## src/rtl/seg7_scan_if.sv

```systemverilog
`default_nettype none
// ============================================================================
// Module   : seg7_scan_if
// Brief    : CPU-side value/load bus and display-pin bundle for seg7_scan.
// Revision : 1.0
// ============================================================================
interface seg7_scan_if #(
    parameter int DIGITS = 2
) ();
    logic [4*DIGITS-1:0] value;
    logic [DIGITS-1:0]   dp_en;
    logic                load;
    logic [6:0]          seg;
    logic                dp;
    logic [DIGITS-1:0]   dig_sel;
    logic                frame_done;

    modport master (
        output value, dp_en, load,
        input  seg, dp, dig_sel, frame_done
    );

    modport slave (
        input  value, dp_en, load,
        output seg, dp, dig_sel, frame_done
    );
endinterface
`default_nettype wire

```

## src/rtl/seg7_scan.sv

```systemverilog
`default_nettype none
// ============================================================================
// Module   : seg7_scan
// Brief    : Time-multiplexed hex 7-segment driver with per-slot ghost
//            blanking and tear-free display update at the frame boundary.
// Revision : 1.0
// ============================================================================
module seg7_scan #(
    parameter int DIGITS       = 2,
    parameter int SCAN_BITS    = 7,
    parameter int BLANK_CYCLES = 4,
    parameter int COMMON_ANODE = 0
) (
    input  wire logic   clk,
    input  wire logic   reset_n,
    seg7_scan_if.slave  bus
);

    localparam int                   c_DIG_W    = (DIGITS > 1) ? $clog2(DIGITS) : 1;
    localparam logic [c_DIG_W-1:0]   c_DIG_LAST = c_DIG_W'(DIGITS - 1);
    localparam logic [SCAN_BITS-1:0] c_PRE_LAST = '1;
    localparam logic [SCAN_BITS-1:0] c_BLANK    = SCAN_BITS'(BLANK_CYCLES);
    localparam logic                 c_INV      = (COMMON_ANODE != 0);

    logic [SCAN_BITS-1:0] r_pre;
    logic [c_DIG_W-1:0]   r_dig;
    logic [4*DIGITS-1:0]  r_shadow_val;
    logic [DIGITS-1:0]    r_shadow_dp;
    logic [4*DIGITS-1:0]  r_disp_val;
    logic [DIGITS-1:0]    r_disp_dp;
    logic [6:0]           r_seg;
    logic                 r_dp;
    logic [DIGITS-1:0]    r_dig_sel;
    logic                 r_frame_done;

    logic                 w_pre_wrap;
    logic                 w_boundary;
    logic                 w_blank;
    logic [3:0]           w_nibble;
    logic [6:0]           w_hex;
    logic [6:0]           w_seg_log;
    logic                 w_dp_log;
    logic [DIGITS-1:0]    w_sel_log;

    assign w_pre_wrap = (r_pre == c_PRE_LAST);
    assign w_boundary = w_pre_wrap && (r_dig == c_DIG_LAST);
    assign w_blank    = (r_pre < c_BLANK);
    assign w_nibble   = r_disp_val[{r_dig, 2'b00} +: 4];

    // Logical segment pattern, bit order {g,f,e,d,c,b,a}
    always_comb begin
        w_hex = 7'h00;
        case (w_nibble)
            4'h0: w_hex = 7'h3F;
            4'h1: w_hex = 7'h06;
            4'h2: w_hex = 7'h5B;
            4'h3: w_hex = 7'h4F;
            4'h4: w_hex = 7'h66;
            4'h5: w_hex = 7'h6D;
            4'h6: w_hex = 7'h7D;
            4'h7: w_hex = 7'h07;
            4'h8: w_hex = 7'h7F;
            4'h9: w_hex = 7'h6F;
            4'hA: w_hex = 7'h77;
            4'hB: w_hex = 7'h7C;
            4'hC: w_hex = 7'h39;
            4'hD: w_hex = 7'h5E;
            4'hE: w_hex = 7'h79;
            4'hF: w_hex = 7'h71;
            default: w_hex = 7'h00;
        endcase
    end

    // The leading blank cycles of each slot hide segment ghosting on digit switch
    always_comb begin
        w_seg_log = 7'h00;
        w_dp_log  = 1'b0;
        w_sel_log = '0;
        if (!w_blank) begin
            w_seg_log = w_hex;
            w_dp_log  = r_disp_dp[r_dig];
            w_sel_log = DIGITS'(1) << r_dig;
        end
    end

    always_ff @(posedge clk) begin
        if (!reset_n) begin
            r_pre        <= '0;
            r_dig        <= '0;
            r_shadow_val <= '0;
            r_shadow_dp  <= '0;
            r_disp_val   <= '0;
            r_disp_dp    <= '0;
            r_seg        <= {7{c_INV}};
            r_dp         <= c_INV;
            r_dig_sel    <= {DIGITS{c_INV}};
            r_frame_done <= 1'b0;
        end else begin
            r_pre <= r_pre + 1'b1;
            if (w_pre_wrap) begin
                r_dig <= (r_dig == c_DIG_LAST) ? '0 : r_dig + 1'b1;
            end
            if (bus.load) begin
                r_shadow_val <= bus.value;
                r_shadow_dp  <= bus.dp_en;
            end
            // A load coincident with the boundary bypasses the shadow so it is not lost for a frame
            if (w_boundary) begin
                r_disp_val <= bus.load ? bus.value : r_shadow_val;
                r_disp_dp  <= bus.load ? bus.dp_en : r_shadow_dp;
            end
            r_seg        <= w_seg_log ^ {7{c_INV}};
            r_dp         <= w_dp_log ^ c_INV;
            r_dig_sel    <= w_sel_log ^ {DIGITS{c_INV}};
            r_frame_done <= w_boundary;
        end
    end

    assign bus.seg        = r_seg;
    assign bus.dp         = r_dp;
    assign bus.dig_sel    = r_dig_sel;
    assign bus.frame_done = r_frame_done;

endmodule
`default_nettype wire

```

## src/flat_wrapper.sv

```systemverilog
// flat-port wrapper written by rule: the top's interface ports become plain ports
module seg7_scan_flat 
#(
    parameter int DIGITS       = 2,
    parameter int SCAN_BITS    = 7,
    parameter int BLANK_CYCLES = 4,
    parameter int COMMON_ANODE = 0
)
  (clk, reset_n, bus_value, bus_dp_en, bus_load, bus_seg, bus_dp, bus_dig_sel, bus_frame_done);
  seg7_scan_if #(.DIGITS(DIGITS)) bus_i ();
  input  wire logic clk;
  input  wire logic reset_n;
  input wire logic [$bits(bus_i.value)-1:0] bus_value;
  input wire logic [$bits(bus_i.dp_en)-1:0] bus_dp_en;
  input wire logic [$bits(bus_i.load)-1:0] bus_load;
  output wire logic [$bits(bus_i.seg)-1:0] bus_seg;
  output wire logic [$bits(bus_i.dp)-1:0] bus_dp;
  output wire logic [$bits(bus_i.dig_sel)-1:0] bus_dig_sel;
  output wire logic [$bits(bus_i.frame_done)-1:0] bus_frame_done;
  assign bus_i.value = bus_value;
  assign bus_i.dp_en = bus_dp_en;
  assign bus_i.load = bus_load;
  assign bus_seg = bus_i.seg;
  assign bus_dp = bus_i.dp;
  assign bus_dig_sel = bus_i.dig_sel;
  assign bus_frame_done = bus_i.frame_done;
  seg7_scan #(.DIGITS(DIGITS), .SCAN_BITS(SCAN_BITS), .BLANK_CYCLES(BLANK_CYCLES), .COMMON_ANODE(COMMON_ANODE)) u_core (.clk(clk), .reset_n(reset_n), .bus(bus_i));
endmodule
```

## config.mk

```make
export PLATFORM = sky130hd
export DESIGN_NAME = seg7_scan_flat
export DESIGN_NICKNAME = d
export VERILOG_FILES = /design/src/rtl/seg7_scan_if.sv /design/src/rtl/seg7_scan.sv /design/src/flat_wrapper.sv
export SDC_FILE = /design/constraint.sdc
export NUM_CORES = 1
export LEC_CHECK = 0
export CORE_MARGIN = 5
export CORE_UTILIZATION = 53
export DETAILED_ROUTE_END_ITERATION = 10
export PLACE_DENSITY = 0.79
export SYNTH_ARGS = -nofsm -noshare
export SYNTH_HDL_FRONTEND = slang
export SYNTH_SLANG_ARGS = --single-unit
```

## constraint.sdc

```tcl
create_clock -name clk -period 3.3 [get_ports clk]
set_clock_uncertainty 0.2 [all_clocks]
set_input_delay 0.99 -clock clk [delete_from_list [all_inputs] [get_ports clk]]
set_output_delay 0.99 -clock clk [all_outputs]
set_load 0.01 [all_outputs]
```

==> Yosys cells after proc, flatten, opt, wreduce, memory -nomap -nowiden <==
Memory sizes are Yosys's and may differ from the RTL's. A register that Yosys moved wholly into a read port is not among the register bits.
Index checks and enable logic that the tools add are counted.
{ "word_totals": {"regBits": 32, "mem_bits_ro": 112, "inputBits": 13, "wordCells": 25, "memories": 1} }
{ "memory_table": {"columns": ["name", "depth", "word_bits", "rd", "rd_ports_with_merged_regs", "wr", "line_no", "rtl"], "rows": [
  ["(no name shown)", 16, 7, 1, 1, 0, "seg7_scan.sv:53", "case (w_nibble)"]
]} }
{ "classes": {"add_sub_neg": 2, "order_cmp": 2, "eq_ne": 1, "shift": 2, "muxes": 5, "bitwise_logic": 1, "reduce_logical": 2} }
{ "op_table": {"columns": ["cell", "n"], "rows": [
  ["2-to-1 mux 8 bit", 1],
  ["indexed part select 8 x 4 -> 4 bit", 1],
  ["adder 7 x 1 -> 7 bit (second input constant)", 1],
  ["equality test 7 bit (second input constant)", 1],
  ["less-than comparator 7 x 3 -> 1 bit (second input constant)", 1],
  ["2-to-1 mux 1 bit", 3],
  ["less-than comparator 1 x 2 -> 1 bit (second input constant)", 1],
  ["2-to-1 mux 2 bit", 1],
  ["OR reduction 2 bit", 1],
  ["left shift 1 x 1 -> 2 bit (first input constant)", 1],
  ["adder 1 bit (second input constant)", 1],
  ["logical AND 1 bit", 1],
  ["NOT 1 bit", 1]
]} }

==> Longest topological paths before layout <==
{ "logic_depth": {"ltp_word": 2, "mapped_depth": 8, "mapped_depth_nobuf": 6} }

==> Worst setup path before layout <==
Ideal clock, no wire load.
{ "synth_timing": {"path_kind": "register -> register", "startpoint": "reg u_core.r_dig", "endpoint": "reg u_core.r_seg[3], in the netlist u_core.bus.seg[3]", "setup_ps": 70, "arrival_ps": 2056, "t_required_ps": 3030, "path_slack_ps": 974, "path_stages_with_launch": 9, "period_less_slack_ps": 2326, "path_cell_list": "dfxtp_1 buf_6 clkbuf_1 mux2i_1 inv_1 ha_1 nand2b_1 a221o_1 a21oi_1"} }
{ "synth_via": {"elab_chain_cells": 1} }
{ "synth_rtl": {"columns": ["element", "line_no", "rtl"], "rows": [
  ["start: declaration", "seg7_scan.sv:26", "logic [c_DIG_W-1:0] r_dig;"],
  ["start signal: assignment", "seg7_scan.sv:101", "r_dig <= (r_dig == c_DIG_LAST) ? '0 : r_dig + 1'b1;"],
  ["indexed part select 8 x 4 -> 4 bit", "seg7_scan.sv:48", "assign w_nibble = r_disp_val[{r_dig, 2'b00} +: 4];"],
  ["end: declaration", "seg7_scan.sv:31", "logic [6:0] r_seg;"]
]} }
No other way between the ends.
A chain may end at the register's enable or synchronous reset.

==> Worst setup path after layout <==
{ "layout_timing": {"startpoint": "in bus_load", "endpoint": "reg u_core.r_disp_val[7]"} }
{ "layout_via": {"elab_chain_cells": 1} }
{ "layout_rtl": {"columns": ["element", "line_no", "rtl"], "rows": [
  ["start: declaration", "flat_wrapper.sv:15", "input wire logic [$bits(bus_i.load)-1:0] bus_load;"],
  ["2-to-1 mux 8 bit", "seg7_scan.sv:109", "r_disp_val <= bus.load ? bus.value : r_shadow_val;"],
  ["end signal: assignment", "seg7_scan.sv:109", null],
  ["end: declaration", "seg7_scan.sv:29", "logic [4*DIGITS-1:0] r_disp_val;"]
]} }
No other way between the ends.

==> flow_summary.toml <==
[synth]
synthArstFlopShare_pct = 0
seq_area_frac_synth_pct = 45.7
synth_area_leaders = "dfxtp_1, mux2i_1, ha_1"
synth-main-ff-cell = "dfxtp_1"
yosysTopAreaCell = "dfxtp_1"
syn-num-nets = 184
syn_area_um2 = 1710
synth_top_family_by_area = "multiplexers"
synth_adder_area_share_pct = 5.86
synth-compound-area-share_pct = 9.88
synth-simple-area-share_pct = 16.0
yosys.area.top_type_share_pct = 45.7
ys_seq_elements = 39
yosys_warnings = 0
syn_area_per_cell_um2 = 10.5
synth-edff-count = 0
synth_cell_types = 36
syn_inst = 163
yosys-mux-area-fraction_pct = 16.4
synth_xor_area_share_pct = 2.56

[floorplan]
row_count = 20
die_h_um = 66.8
fp.dieArea_um2 = 4460
start_util_pct = 55.5
io_pins = 24
die_x_um = 66.8
design.core.area_um2 = 3080

[routing]
wire_per_inst_um = 14.1
avgViaCountPerCell = 5.49
finalWirelength_um = 3320
ant_nets = 0
drt_first_iter_violations = 117
drt_pre_antenna_iters = 4
vias = 1296
post-route-drc-count = 0

[worst_setup_path]
crit_fanout = 10
required_ns = 3.35
end_kind = "register"
crit_type = "input pin to register"
arrival_ns = 2.60
reg2reg_depth = 7
reg2reg_setup_slack_ns = 0.87
startpoint_type = "input pin"

[sta]
worstMarginPinSlew_ns = 0.582
fin_crit_sh_pct = 77.2
slew_headroom_pct = 61.1
fmax_ghz = 0.392
tns_ns = 0
min_period_ns = 2.55
slew_violations = 0
final-hold-violation-count = 0
setup_viol = 0
rsz0062_at_grt = "false"

[clock_network]
cts_tree = "built"
clk_latency_ns = 0.36
clkTransAtPathRegs_ns = 0.11
cts_buffers = 5
cts_setup_buffers = 0
h-tree-depth = 2
cts_resized = 0
ctsHoldBuffers = 0
clock_sinks = 39
clockBufferDepth = 2
root_buffer = "clkbuf_4"

[grt]
antenna_found_initial = 0
grt_max_degree = 13
grt_use_total_pct = 16.8
grt-ovfl-total = 0
grt_pass1_wl_um = 5550
grt_pass1_vias = 1248

[power_and_ir_drop]
peakVddDrop_uv = 272
p_leak_nw = 0.872
power_frac_clock_pct = 38.2
p_per_area_nw_per_um2 = 426
p_sw_w = 0.000188
p_sw_share_pct = 21.3
seq_power_share_pct = 55.4
p_int_w = 0.000695
pwr-share-comb_pct = 6.4

[finish]
final_common_cell = "dfxtp_1"
diodes = 0
drive_gt1_share_pct = 18.8
area_delta_synth_final_pct = 21.2
final_cell_mix = "dfxtp_1, nor2_1, clkdlybuf4s50_1"
fin_util_pct = 67.3
nets = 212

[placement]
hpwlAfterDp_um = 2440
place_congestion = 0.932
portBuffers = 23

[run]
maxCapViolCount = 0

[worst_hold_path]
hold_depth = 1
holdCritPathClass = "register to register"

[outcome]
outcome = "complete, no violations"
path summary, 6_finish.rpt:
kind,from,endpoint
setup / recovery,bus_load,u_core.r_disp_val[7]$_SDFFE_PN0P_
setup reg to reg,u_core.r_dig$_SDFFE_PN0N_,u_core.bus.seg[3]$_SDFF_PP0_
hold / removal,u_core.r_pre[0]$_SDFF_PN0_,u_core.r_pre[0]$_SDFF_PN0_
hold reg to reg,u_core.r_pre[0]$_SDFF_PN0_,u_core.r_pre[0]$_SDFF_PN0_
cell families (layout without fill, tap and decap cells):
| logic type | Yosys count | in the layout |
|---|---|---|
| xor gates and xnor gates | 5 | 5 |
| adders and majority gates | 8 | 8 |
| and+or+nand+nor | 52 | 52 |
| AOI/OAI and AO/OA | 24 | 24 |
| buffers and inverters | 12 | 41 |
| DFF | 39 | 39 |
| muxes | 23 | 23 |
power by group through the flow:
stage | clock, W | sequential, W | combinational (W)
2_1_floorplan | 0 | 0.000501 | 0.0000256
4_1_cts | 0.000347 | 0.000489 | 0.0000572
3_5_place_dp | 0 | 0.000500 | 0.0000571
5_1_grt | 0.000373 | 0.000491 | 0.0000628
6_report | 0.000337 | 0.000489 | 0.0000568
3_3_place_gp | 0 | 0.000500 | 0.0000549
area by class of cell:
type                            count  area, um2
Clock buffer                        6       51.3
Clock inverter                      2       35.0
Fill cell                         266       1010
Inverter                            6       22.5
Multi-Input combinational cell    112        867
Sequential cell                    39        781
Tap cell                           44       55.1
Timing Repair Buffer               27        260
synth_stat cells, drive strengths merged, types with 2 or more instances:
cell type   n
and3        4
mux2        9
a211oi      3
nand2       3
nor3        4
and2        7
a31o        4
xor2        2
buf         3
a221oi      3
clkbuf      3
a21oi       5
ha          8
or3         3
inv         5
nand3       2
dfxtp      39
xnor2       3
o21ai       6
mux2i      14
nor2       26
metrics by stage:
step / cells / total power (W) / setup slack (ns) / hold WS (ns) / instance area (um2)
3_3_place_gp: 228 / 0.000555 / 0.473 / 0.229 / 1990
6_report: 236 / 0.000883 / 0.751 / 0.257 / 2070
4_1_cts: 236 / 0.000894 / 0.767 / 0.257 / 2070
5_1_grt: 236 / 0.000927 / 0.722 / 0.298 / 2070
3_5_place_dp: 228 / 0.000557 / 0.383 / 0.240 / 1990
2_1_floorplan: 163 / 0.000526 / 0.974 / 0.218 / 1710
critical path, cell delays in order:
cell	delay (ns)
clkdlybuf4s50_1	0.84
mux2i_1	0.27
nor2_1	0.08
and3_2	0.21
a31o_2	0.20
routing by layer:
metal  GRT usage [%]  up-vias  routed length, um
li1                -      625                  -
met1            18.3      619               1360
met2            28.1       41               1670
met3            4.55       11                193
met4            11.9        0                 99
met5               0        -                  0
sequential cells by signal, indices dropped and copies added (netlist names):
register               count
u_core.r_disp_val          8
u_core.r_pre               7
u_core.bus.seg             7
u_core.bus.frame_done      1
u_core.bus.dig_sel         2
u_core.bus.dp              1
u_core.r_shadow_dp         2
u_core.r_shadow_val        8
u_core.r_dig               1
u_core.r_disp_dp           2
Note: power is estimated with default switching activity, not from simulation.
